`src/rtl/multicycle_control_fsm.sv`:
```
// Multi-cycle control sequencer for the RV32 datapath (FETCH/DECODE/EXECUTE/MEMORY/WRITEBACK).
// Optional feature macro: PERF_COUNTERS_EN enables the cycle and retired-instruction counters.
module multicycle_control_fsm #(
  parameter int MEM_TIMEOUT = 15
) (
  input  logic        clk,
  input  logic        reset,
  input  logic [6:0]  opcode_i,
  input  logic        mem_ready_i,
  output logic        ir_write_o,
  output logic        pc_write_o,
  output logic        mem_read_o,
  output logic        mem_write_o,
  output logic        reg_write_o,
  output logic        alu_src_imm_o,
  output logic        mem_to_reg_o,
  output logic        instr_done_o,
  output logic        illegal_o,
  output logic        bus_err_o,
  output logic [2:0]  state_o,
  output logic [31:0] cycle_cnt_o,
  output logic [31:0] instret_o
);

  // Handshake: a memory request (mem_read_o/mem_write_o) stays asserted every
  // cycle until the cycle in which mem_ready_i=1; that cycle completes the transfer.

  localparam int CW = $clog2(MEM_TIMEOUT + 1);
  localparam logic [CW-1:0] LIMIT = CW'(MEM_TIMEOUT);

  localparam logic [6:0] OP_R    = 7'b0110011;
  localparam logic [6:0] OP_I    = 7'b0010011;
  localparam logic [6:0] OP_U    = 7'b0110111;
  localparam logic [6:0] OP_S    = 7'b0100011;
  localparam logic [6:0] OP_LOAD = 7'b0000011;

  typedef enum logic [2:0] {
    S_IDLE      = 3'd0,
    S_FETCH     = 3'd1,
    S_DECODE    = 3'd2,
    S_EXECUTE   = 3'd3,
    S_MEMORY    = 3'd4,
    S_WRITEBACK = 3'd5,
    S_TRAP      = 3'd6
  } state_t;

  state_t        state;
  logic [6:0]    op_q;
  logic [CW-1:0] to_cnt;
  logic [CW-1:0] to_inc;
  logic          illegal_q;
  logic          bus_err_q;
  logic          op_legal;
  logic          op_is_mem;

  // Saturating increment: the count never wraps past the limit.
  assign to_inc    = (to_cnt == LIMIT) ? to_cnt : to_cnt + CW'(1);
  assign op_legal  = (opcode_i == OP_R) || (opcode_i == OP_I) || (opcode_i == OP_U) ||
                     (opcode_i == OP_S) || (opcode_i == OP_LOAD);
  assign op_is_mem = (op_q == OP_S) || (op_q == OP_LOAD);

  always_ff @(posedge clk or negedge reset) begin
    if (!reset) begin
      state     <= S_IDLE;
      op_q      <= '0;
      to_cnt    <= '0;
      illegal_q <= 1'b0;
      bus_err_q <= 1'b0;
    end else begin
      to_cnt <= '0;
      case (state)
        S_IDLE: state <= S_FETCH;
        S_FETCH: begin
          if (mem_ready_i) begin
            state <= S_DECODE;
          end else if (to_inc == LIMIT) begin
            state     <= S_TRAP;
            bus_err_q <= 1'b1;
          end else begin
            to_cnt <= to_inc;
          end
        end
        S_DECODE: begin
          op_q <= opcode_i;
          if (op_legal) begin
            state <= S_EXECUTE;
          end else begin
            state     <= S_TRAP;
            illegal_q <= 1'b1;
          end
        end
        S_EXECUTE: state <= op_is_mem ? S_MEMORY : S_WRITEBACK;
        S_MEMORY: begin
          if (mem_ready_i) begin
            state <= (op_q == OP_LOAD) ? S_WRITEBACK : S_FETCH;
          end else if (to_inc == LIMIT) begin
            state     <= S_TRAP;
            bus_err_q <= 1'b1;
          end else begin
            to_cnt <= to_inc;
          end
        end
        S_WRITEBACK: state <= S_FETCH;
        S_TRAP:      state <= S_TRAP;
        default:     state <= S_TRAP;
      endcase
    end
  end

  // Store retirement depends on mem_ready_i so the pulse stays one cycle wide under wait states.
  always_comb begin
    ir_write_o    = 1'b0;
    pc_write_o    = 1'b0;
    mem_read_o    = 1'b0;
    mem_write_o   = 1'b0;
    reg_write_o   = 1'b0;
    alu_src_imm_o = 1'b0;
    mem_to_reg_o  = 1'b0;
    instr_done_o  = 1'b0;
    case (state)
      S_FETCH: begin
        mem_read_o = 1'b1;
        ir_write_o = mem_ready_i;
        pc_write_o = mem_ready_i;
      end
      S_EXECUTE: alu_src_imm_o = (op_q != OP_R);
      S_MEMORY: begin
        alu_src_imm_o = 1'b1;
        mem_read_o    = (op_q == OP_LOAD);
        mem_write_o   = (op_q == OP_S);
        instr_done_o  = (op_q == OP_S) && mem_ready_i;
      end
      S_WRITEBACK: begin
        reg_write_o  = 1'b1;
        mem_to_reg_o = (op_q == OP_LOAD);
        instr_done_o = 1'b1;
      end
      default: ;
    endcase
  end

  assign illegal_o = illegal_q;
  assign bus_err_o = bus_err_q;
  assign state_o   = state;

`ifdef PERF_COUNTERS_EN
  logic [31:0] cycle_q;
  logic [31:0] instret_q;
  logic        active;

  assign active = (state != S_IDLE) && (state != S_TRAP);

  always_ff @(posedge clk or negedge reset) begin
    if (!reset) begin
      cycle_q   <= '0;
      instret_q <= '0;
    end else begin
      if (active)       cycle_q   <= cycle_q + 32'd1;
      if (instr_done_o) instret_q <= instret_q + 32'd1;
    end
  end

  assign cycle_cnt_o = cycle_q;
  assign instret_o   = instret_q;
`else
  assign cycle_cnt_o = 32'h0;
  assign instret_o   = 32'h0;
`endif

endmodule

```
`config.mk`:
```
export PLATFORM = sky130hd
export DESIGN_NAME = multicycle_control_fsm
export DESIGN_NICKNAME = d
export VERILOG_FILES = /design/src/rtl/multicycle_control_fsm.sv
export SDC_FILE = /design/constraint.sdc
export NUM_CORES = 1
export LEC_CHECK = 0
export BUFFER_PORTS_ARGS = -buffer_cell sky130_fd_sc_hd__clkbuf_2
export CORE_MARGIN = 2
export CORE_UTILIZATION = 46
export CTS_CLUSTER_SIZE = 20
export DETAILED_ROUTE_END_ITERATION = 16
export GPL_TIMING_DRIVEN = 0
export MAX_ROUTING_LAYER = met4
export PLACE_DENSITY = 0.86
export SYNTH_ARGS = -nofsm -noshare
export SYNTH_HDL_FRONTEND = slang
export SYNTH_SLANG_ARGS = --single-unit
```
`constraint.sdc`:
```
create_clock -name clk -period 5.2 [get_ports clk]
set_clock_uncertainty 0.1 [all_clocks]
set_input_delay 1.04 -clock clk [delete_from_list [all_inputs] [get_ports clk]]
set_output_delay 1.04 -clock clk [all_outputs]
set_load 0.01 [all_outputs]
```
==> results.md, run 1 <==
* Final Hold Violating Endpoints at 0
* Main combinational cell family by area after synthesis: buffers and inverters
* Simple-gate portion of the synthesized area at between 10% and 20%
* Max Root-Sink Buffers at 2
* Worst Path Required at about 4100 ps
* Final wirelength at between 2000 and 2500 µm
* Final Util at 63.70%
* Syn. warnings at 0
* Yosys top cell by area: buf_4
* Starting Density at 49.03%
* Crit-path cells: or3_4 -> or3_4 -> or3_1 -> a21oi_1 -> clkbuf_2
* CTS resizes at 0
* Antenna violations before repair at 0
* Die width at around 60 µm
* Critical Path Fanout Max at 3
* Top FF cell, synth: dfrtp_1
* GRT met3 Usage at under 10%
* Vias per cell at roughly 4
* Post-CTS setup buffers at 0
* H-tree depth at 1
* Critical path depth at 5
* HP Class: reg -> reg
* Crit-path leading delay family: simple AND/OR/NAND/NOR gates
* Synth Area in Compound Gates at 8.716%
* CTS Root Cell: clkbuf_4
* Leading cell type in the layout, fill and taps excluded: buf_4
* Fin crit period at between 3000 and 4000 ps
* TNS Setup at 0 ps
* Max stage delay on crit path at 400 ps
* Gpl congestion at 0.8216
* Post-synthesis xor/xnor area fraction at 1.927%
* Number of synthesized flops with an enable pin at 0
* Vias in the first global route at 914
* Largest net degree at the start of global routing at 17
* Period utilization at ~60%
* LEAKAGE at 1.022 nW
* Reg clk slew, reported paths at about 90 ps
* Max Clk Rate at ~320 MHz
* CTS Buf Count at 3
* WP data arrival at about 2000 ps
* Mapped cell area at roughly 1400 µm²
* Peak supply drop at roughly 240 µV
* Ports at slightly below 90
* Final HPWL DP at between 2000 and 2500 µm
* Die area at ~3400 µm²
* Pre-antenna DRT Iters at 4
* Grt peak-use layer: met2
* Sequential element share of the synthesized area at between 20% and 30%
* Filler cells at roughly 280
* Congestion Overflow GR at 0
* Synth-to-layout area growth at 29.91%
* Crit start category: flip-flop
* Post-synthesis mux area share at 6.514%
* Area contributors post-synth: buf_4 36%, dfrtp_1 29%, mux2_2 5.8%
* Pins Over Slew Limit at 0
* DRC Markers at 0
* Critical Path Most Common Cell: or3_4
* Critical path class: reg -> out
* Die Y-Extent at around 58 µm
* Outcome: completed
* Crit-path slowest cell: or3_4
* FP Rows at 19
* Met1 Track Usage GR at between 10% and 20%
* Max capacitance violation total at 0
* Wire per inst at 8.879 µm
* 1st-iter DRT viols at 26
* Worst-Margin Slew at ~630 ps
* Clk_lat worst skew at about 280 ps
* Core ar. at between 2000 and 3000 µm²
* Yosys cell types at 34
* Synthesis-stage register bit count at 16
* Synthesized-area fraction occupied by adder cells at less than 1%
* CTS Hold Bufs at 0
* Port Buffers at 22
* Placed cells at 269
* Grt met2 use at roughly 25%
* Vias at between 1k and 1.5k
* R2R cell count at 5
* Area fraction of the dominant cell type after synthesis at approximately 36%
* Ys async rst share at 100.0%
* RSZ-0062 raised after global routing: no
* # nets final at around 250
* Most frequent cells in the layout: 65 x buf_4, 64 x conb_1, 22 x clkbuf_2
* CP endpoint kind: output port
* CP bufs+invs at 1
* Syn avg cell area at approximately 8.9 µm²
* Post-synthesis cell count at approximately 150
* Sink Count at 16
* # diodes at 0
* Routed Antenna Nets at 0
* Final std cells w/o fill at 272
* Share of cells above drive strength 1 at around 42%
* CTS tree: done
* WHS Path Cells at 1
* Rel. slew slack at between 50% and 60%
* Final setup violating endpoints at 0
* First-pass GRT wire length at 3801 µm
* Gr usage total at about 15%
* Pwr Density at 325.5 nW/µm²
==> worst reg2reg max path, delay by kind of cell (launching register included) <==
family	cells	cell delay, ps
DFF	1	350
and+or+nand+nor	2	380
AOI/OAI and AO/OA	2	590
buffers and inverters	1	340
==> flip-flops by register name (all words and copies together), names as in the netlist <==
name and cells:
illegal_o 1, op_q 7, state_o 3, bus_err_o 1
to_cnt 4
==> cell usage after synthesis (2+ instances only) <==
cell type and count:
nand2_1 5, dfrtp_1 16, nor3_1 4, or3_4 2, xnor2_1 2, o41ai_1 2
nor2_1 6, nand3_1 3, mux2_2 7, nand2b_1 6, clkbuf_1 2, inv_1 3
a211oi_1 2, and3_1 2, nand4_1 2, a21oi_1 4, o21ai_0 3, a21boi_0 2
buf_4 65
==> stage by stage <==
stage	power (mW)	area [µm²]	hold slack [ps]	setup slack, ps
after floorplan	0.4364	1600	380.6	2453
after global placement	0.5031	1749	357.1	2377
after detailed placement	0.5117	1749	357.3	2378
after CTS	0.5760	1772	386.9	2055
after global routing	0.6208	1772	405.8	1937
final	0.5766	1772	393.4	2061
==> path summary, 6_finish.rpt <==
check	to	from	slack (ps)
worst min register to register	bus_err_o	bus_err_o	390
max in group asynchronous	state_o[1]	reset	4160
worst min-delay path	bus_err_o	bus_err_o	390
worst max-delay path	mem_read_o	op_q[3]	2060
worst max register to register	to_cnt[3]	state_o[0]	3370
min in group asynchronous	op_q[2]	reset	560
==> power breakdown <==
part | switching (mW) | internal, mW
clock network | 0.0382 | 0.0269
logic | 0.167 | 0.145
registers | 0.0303 | 0.169
==> cells by family after synthesis <==
group | Yosys count
other cells | 1
flops | 16
simple gates | 35
compound gates | 17
xor+xnor | 3
fa+ha+maj | 1
buf+inv | 72
mux | 8
==> area by class of cell <==
class / instances / area, µm² / share of cell area (%)
plain buffers: 68 / 500.5 / 28.25
inverters: 4 / 15.01 / 0.8475
multi-input cells: 128 / 684.4 / 38.63
flip-flops and latches: 16 / 400.4 / 22.60
repair buffers: 22 / 110.1 / 6.215
well taps: 31 / 38.79 / 2.189
clock buffers: 3 / 22.52 / 1.271
==> metal layers <==
layer,vias to the layer above,part of all wire (%),routed length [µm]
met2,52,50,1214
met5,-,0,0
met3,4,9.6,231
met4,0,0.87,21
met1,467,39,948
li1,563,-,-
(Power assumes the default switching activity.)
==> run 2, diff against run 1 <==
--- a/config.mk
+++ b/config.mk
@@ -7,12 +7,12 @@
 export LEC_CHECK = 0
 export BUFFER_PORTS_ARGS = -buffer_cell sky130_fd_sc_hd__clkbuf_2
 export CORE_MARGIN = 2
-export CORE_UTILIZATION = 46
+export CORE_UTILIZATION = 43
 export CTS_CLUSTER_SIZE = 20
 export DETAILED_ROUTE_END_ITERATION = 16
 export GPL_TIMING_DRIVEN = 0
 export MAX_ROUTING_LAYER = met4
-export PLACE_DENSITY = 0.86
+export PLACE_DENSITY = 0.81
 export SYNTH_ARGS = -nofsm -noshare
 export SYNTH_HDL_FRONTEND = slang
 export SYNTH_SLANG_ARGS = --single-unit
==> constraint.sdc (replaced) <==
create_clock -name clk -period 3 [get_ports clk]
set_clock_uncertainty 0.1 [all_clocks]
set_input_delay 0.6 -clock clk [delete_from_list [all_inputs] [get_ports clk]]
set_output_delay 0.6 -clock clk [all_outputs]
set_load 0.01 [all_outputs]
==> results.md, run 2 (synthesized netlist as in run 1, its figures left out) <==
* Max reg flops at 7
* Post-CTS setup buffers at 0
* Final Hold Violating Endpoints at 0
* CTS resizes at 0
* Hold slack at ~120 ps
* Vias at 1080
* Clk_lat worst skew at 280 ps
* Fin crit period at roughly 2700 ps
* Met1 Track Usage GR at 17.33%
* 1st-iter DRT viols at 9
* CP endpoint kind: output port
* Share of cells above drive strength 1 at a little over two fifths
* DRC Markers at 0
* Worst-Margin Slew at 608.0 ps
* Filler cells at between 200 and 300
* Die Y-Extent at 60.32 µm
* Pins Over Slew Limit at 0
* Grt met2 use at 21.12%
* GRT met3 Usage at about 2.8%
* CTS Root Cell: clkbuf_4
* Gpl congestion at around 0.8
* Ports at slightly below 90
* CTS Hold Bufs at 0
* Sink Count at 16
* LEAKAGE at slightly above 1 nW
* Critical path class: reg -> out
* CP bufs+invs at 1
* Top reg by flops: op_q
* Die area at between 3000 and 4000 µm²
* Gr usage total at between 10 and 15%
* Grt peak-use layer: met2
* Starting Density at between 40% and 50%
* Critical Path Most Common Cell: or3_4
* Leading cell type in the layout, fill and taps excluded: buf_4
* RSZ-0062 raised after global routing: no
* Peak supply drop at around 320 µV
* Crit-path cells: or3_4 -> or3_4 -> or3_1 -> a21oi_1 -> clkbuf_2
* Port Buffers at 22
* Final setup violating endpoints at 0
* H-tree depth at 1
* First-pass GRT wire length at about 3700 µm
* Largest net degree at the start of global routing at 17
* Crit-path leading delay family: simple AND/OR/NAND/NOR gates
* Final HPWL DP at about 2000 µm
* Reg clk slew, reported paths at 100 ps
* TNS Setup at 0 ps
* Max Clk Rate at ~370 MHz
* Pwr Density at between 500 and 600 nW/µm²
* Core ar. at about 3000 µm²
* Routed Antenna Nets at 0
* Final wirelength at roughly 2400 µm
* # nets final at between 200 and 300
* CTS Buf Count at 3
* WP data arrival at 2010 ps
* Worst Path Required at roughly 2300 ps
* Antenna violations before repair at 0
* Die width at 60.32 µm
* Max stage delay on crit path at about 400 ps
* Congestion Overflow GR at 0
* Max Root-Sink Buffers at 2
* # diodes at 0
* Rel. slew slack at about three fifths
* Crit start category: flip-flop
* Wire per inst at 8.510 µm
* HP Class: in -> async
* Critical Path Fanout Max at 3
* Crit-path slowest cell: or3_4
* Vias per cell at around 3.8
* Vias in the first global route at about 850
* Final Util at about three fifths
* Period utilization at between 90% and 100%
* FP Rows at 20
* CTS tree: done
* Pre-antenna DRT Iters at 4
* Most frequent cells in the layout: 65 x buf_4, 64 x conb_1, 22 x clkbuf_2
* Outcome: completed
* Synth-to-layout area growth at 32.11%
* Max capacitance violation total at 0
-- run 2: area by class of cell --
type / count / area (µm²) / share of cell area [%]
Timing Repair Buffer: 22 / 110.1 / 6.111
Tap cell: 44 / 55.05 / 3.056
Sequential cell: 16 / 400.4 / 22.22
Multi-Input combinational cell: 128 / 684.4 / 37.99
Clock buffer: 4 / 36.28 / 2.014
Inverter: 4 / 15.01 / 0.8333
Buffer: 68 / 500.5 / 27.78
-- run 2: worst paths after layout --
check | from | endpoint | slack, ps | depth (start not counted)
min in group clk | bus_err_o | bus_err_o | 380 | 1
max reg2reg | state_o[0] | to_cnt[3] | 1190 | 5
min | reset | bus_err_o | 120 | 1
max in group asynchronous | reset | op_q[4] | 2390 | 1
min reg2reg | bus_err_o | bus_err_o | 380 | 1
max | op_q[3] | mem_read_o | 290 | 5
-- run 2: per-layer routing --
metal / wire [µm] / share of wire [%]
met2: 1178 / 48
met3: 243 / 10
met5: 0 / 0
met1: 975 / 40
met4: 36 / 1.5
-- run 2: worst reg2reg max path: stages, from the launching register on --
cell      delay, ps
dfrtp_1         350
clkbuf_1        340
nand2b_1        190
a211oi_1        370
nand2_1         190
a211oi_1        200
-- run 2: metrics by stage --
step	instances	power [mW]	setup slack (ps)	cell area, µm²
floorplan	216	0.7565	692.8	1600
global placement	282	0.8762	610.6	1765
detailed placement	282	0.8895	605.7	1765
CTS	286	1.032	277.9	1802
global route	286	1.118	230.8	1802
finish	286	1.029	287.6	1802
-- run 2: report_power, final --
part           total, mW  switching (mW)  internal (mW)
sequential         0.348          0.0546          0.294
clock              0.142          0.0685         0.0738
combinational      0.539           0.288          0.251
total               1.03           0.411          0.619
==> run 3, diff against run 2 <==
--- a/config.mk
+++ b/config.mk
@@ -7,12 +7,12 @@
 export LEC_CHECK = 0
 export BUFFER_PORTS_ARGS = -buffer_cell sky130_fd_sc_hd__clkbuf_2
 export CORE_MARGIN = 2
-export CORE_UTILIZATION = 43
+export CORE_UTILIZATION = 25
 export CTS_CLUSTER_SIZE = 20
 export DETAILED_ROUTE_END_ITERATION = 16
 export GPL_TIMING_DRIVEN = 0
 export MAX_ROUTING_LAYER = met4
-export PLACE_DENSITY = 0.81
 export SYNTH_ARGS = -nofsm -noshare
 export SYNTH_HDL_FRONTEND = slang
 export SYNTH_SLANG_ARGS = --single-unit
+export TNS_END_PERCENT = 100
==> constraint.sdc (replaced) <==
create_clock -name clk -period 3 [get_ports clk]
set_clock_uncertainty 0.1 [all_clocks]
set_input_delay 0.6 -clock clk [delete_from_list [all_inputs] [get_ports clk]]
set_output_delay 0.6 -clock clk [all_outputs]
set_load 0.005 [all_outputs]
==> results.md, run 3 (synthesized netlist as in run 1, its figures left out) <==
* Outcome: completed
* Die area at 6062 µm²
* Critical path class: reg -> out
* Gpl congestion at approximately 0.8
* Max stage delay on crit path at about 390 ps
* CTS tree: done
* DRC Markers at 0
* Port Buffers at 22
* Starting Density at 26.37%
* Share of cells above drive strength 1 at 42.32%
* Worst-Margin Slew at between 500 and 600 ps
* FF-to-FF setup slack at between 1000 and 1500 ps
* Crit-path slowest cell: or3_4
* R2R cell count at 5
* Wire per inst at between 7 and 8 µm
* Critical Path Most Common Cell: or3_4
* Most frequent cells in the layout: 65 x buf_4, 64 x conb_1, 22 x clkbuf_2
* Worst r2r src: state_o[0]
* CTS Hold Bufs at 0
* Max reg flops at 7
* Vias at 1053
* Final Hold Violating Endpoints at 0
* Crit-path cells: or3_4 -> or3_4 -> or3_1 -> a21oi_1 -> clkbuf_2
* Clk_lat worst skew at 240 ps
* FP Rows at 26
* Final wirelength at around 2400 µm
* Pre-antenna DRT Iters at 4
* FF-to-FF End: to_cnt[2]
* Critical Path Fanout Max at 3
* DP Worst Slack at 608.4 ps
* TNS Setup at 0 ps
* Post-CTS setup buffers at 0
* Gr usage total at under 10%
* Reg clk slew, reported paths at around 60 ps
* CTS Root Cell: clkbuf_8
* Fin crit period at about 2600 ps
* CP endpoint kind: output port
* Final setup violating endpoints at 0
* # nets final at ~250
* CTS Buf Count at 3
* Max capacitance violation total at 0
* Synth-to-layout area growth at 34.86%
* Crit start category: flip-flop
* CTS resizes at 0
* Antenna violations before repair at 0
* Ports at slightly below 90
* Leading cell type in the layout, fill and taps excluded: buf_4
* Final HPWL DP at ~2100 µm
* Rel. slew slack at between 50 and 60%
* Die Y-Extent at slightly below 80 µm
* H-tree depth at 1
* Die width at 77.86 µm
* WP data arrival at approximately 1900 ps
* RSZ-0062 raised after global routing: no
* Core ar. at 5172 µm²
* Max Clk Rate at 379.5 MHz
* Sink Count at 16
* Pins Over Slew Limit at 0
* Period utilization at slightly below 90%
* Worst Path Required at roughly 2300 ps
* Congestion Overflow GR at 0
* First-pass GRT wire length at 3746 µm
* Setup slack after layout at ~370 ps
* HP Class: in -> async
* Max Root-Sink Buffers at 2
* LEAKAGE at roughly 1 nW
* Pwr Density at ~540 nW/µm²
* Largest net degree at the start of global routing at 17
* # diodes at 0
* Top reg by flops: op_q
* Routed Antenna Nets at 0
* Vias in the first global route at just under 800
* Vias per cell at 3.386
* 1st-iter DRT viols at 18
* Peak supply drop at 339.4 µV
run 3: cell count changes in the layout (fill, tap and decap cells not counted), sizes merged:
cell | before | now
clkbuf | 28 | 27
run 3: layer usage:
| layer | wire length (µm) | GRT usage, % | share of wire, % | up-vias |
|---|---|---|---|---|
| met2 | 1125 | 11.90 | 46 | 50 |
| met5 | 0 | - | 0 | - |
| met3 | 231 | 2.674 | 9.5 | 0 |
| li1 | - | - | - | 566 |
| met4 | 0 | 0 | 0 | 0 |
| met1 | 1064 | 10.46 | 44 | 437 |
run 3: area by class of cell:
cell class / count / area [µm²]
clock buffers: 3 / 41.29
flip-flops and latches: 16 / 400.4
fillers: 539 / 3333
multi-input cells: 128 / 684.4
well taps: 70 / 87.58
inverters: 4 / 15.01
repair buffers: 22 / 110.1
plain buffers: 68 / 500.5
run 3: power breakdown:
group / switching, mW / total, mW / internal [mW]
logic: 0.248 / 0.497 / 0.249
clock network: 0.0673 / 0.156 / 0.0888
registers: 0.0542 / 0.349 / 0.295
run 3: per-stage QoR:
stage | utilization [%] | hold slack (ps) | cells | cell area, µm² | power, mW
global placement | 34.76 | 353.9 | 308 | 1798 | 0.8449
detailed placement | 34.76 | 361.7 | 308 | 1798 | 0.8514
floorplan | - | 204.4 | 216 | 1600 | 0.7168
finish | 35.56 | 170.0 | 311 | 1839 | 1.002
global route | 35.56 | 201.7 | 311 | 1839 | 1.100
CTS | 35.56 | 186.8 | 311 | 1839 | 1.012
run 3: how the worst max path moves through the flow:
stage,from,slack [ps],cells past startpoint,endpoint
3_3_place_gp,op_q[3],610,5,mem_read_o
6_report,op_q[3],370,5,mem_read_o
5_1_grt,op_q[3],290,5,mem_read_o
2_1_floorplan,op_q[3],760,4,mem_read_o
3_5_place_dp,op_q[3],610,5,mem_read_o
4_1_cts,op_q[3],340,5,mem_read_o
run 3: worst max-delay path, delay by kind of cell, from the launching register on:
family | cells | cell delay (ps)
AND/OR/NAND/NOR | 3 | 1040
AO/OA/AOI/OAI | 1 | 140
buffers and inverters | 1 | 130
flip-flops | 1 | 380
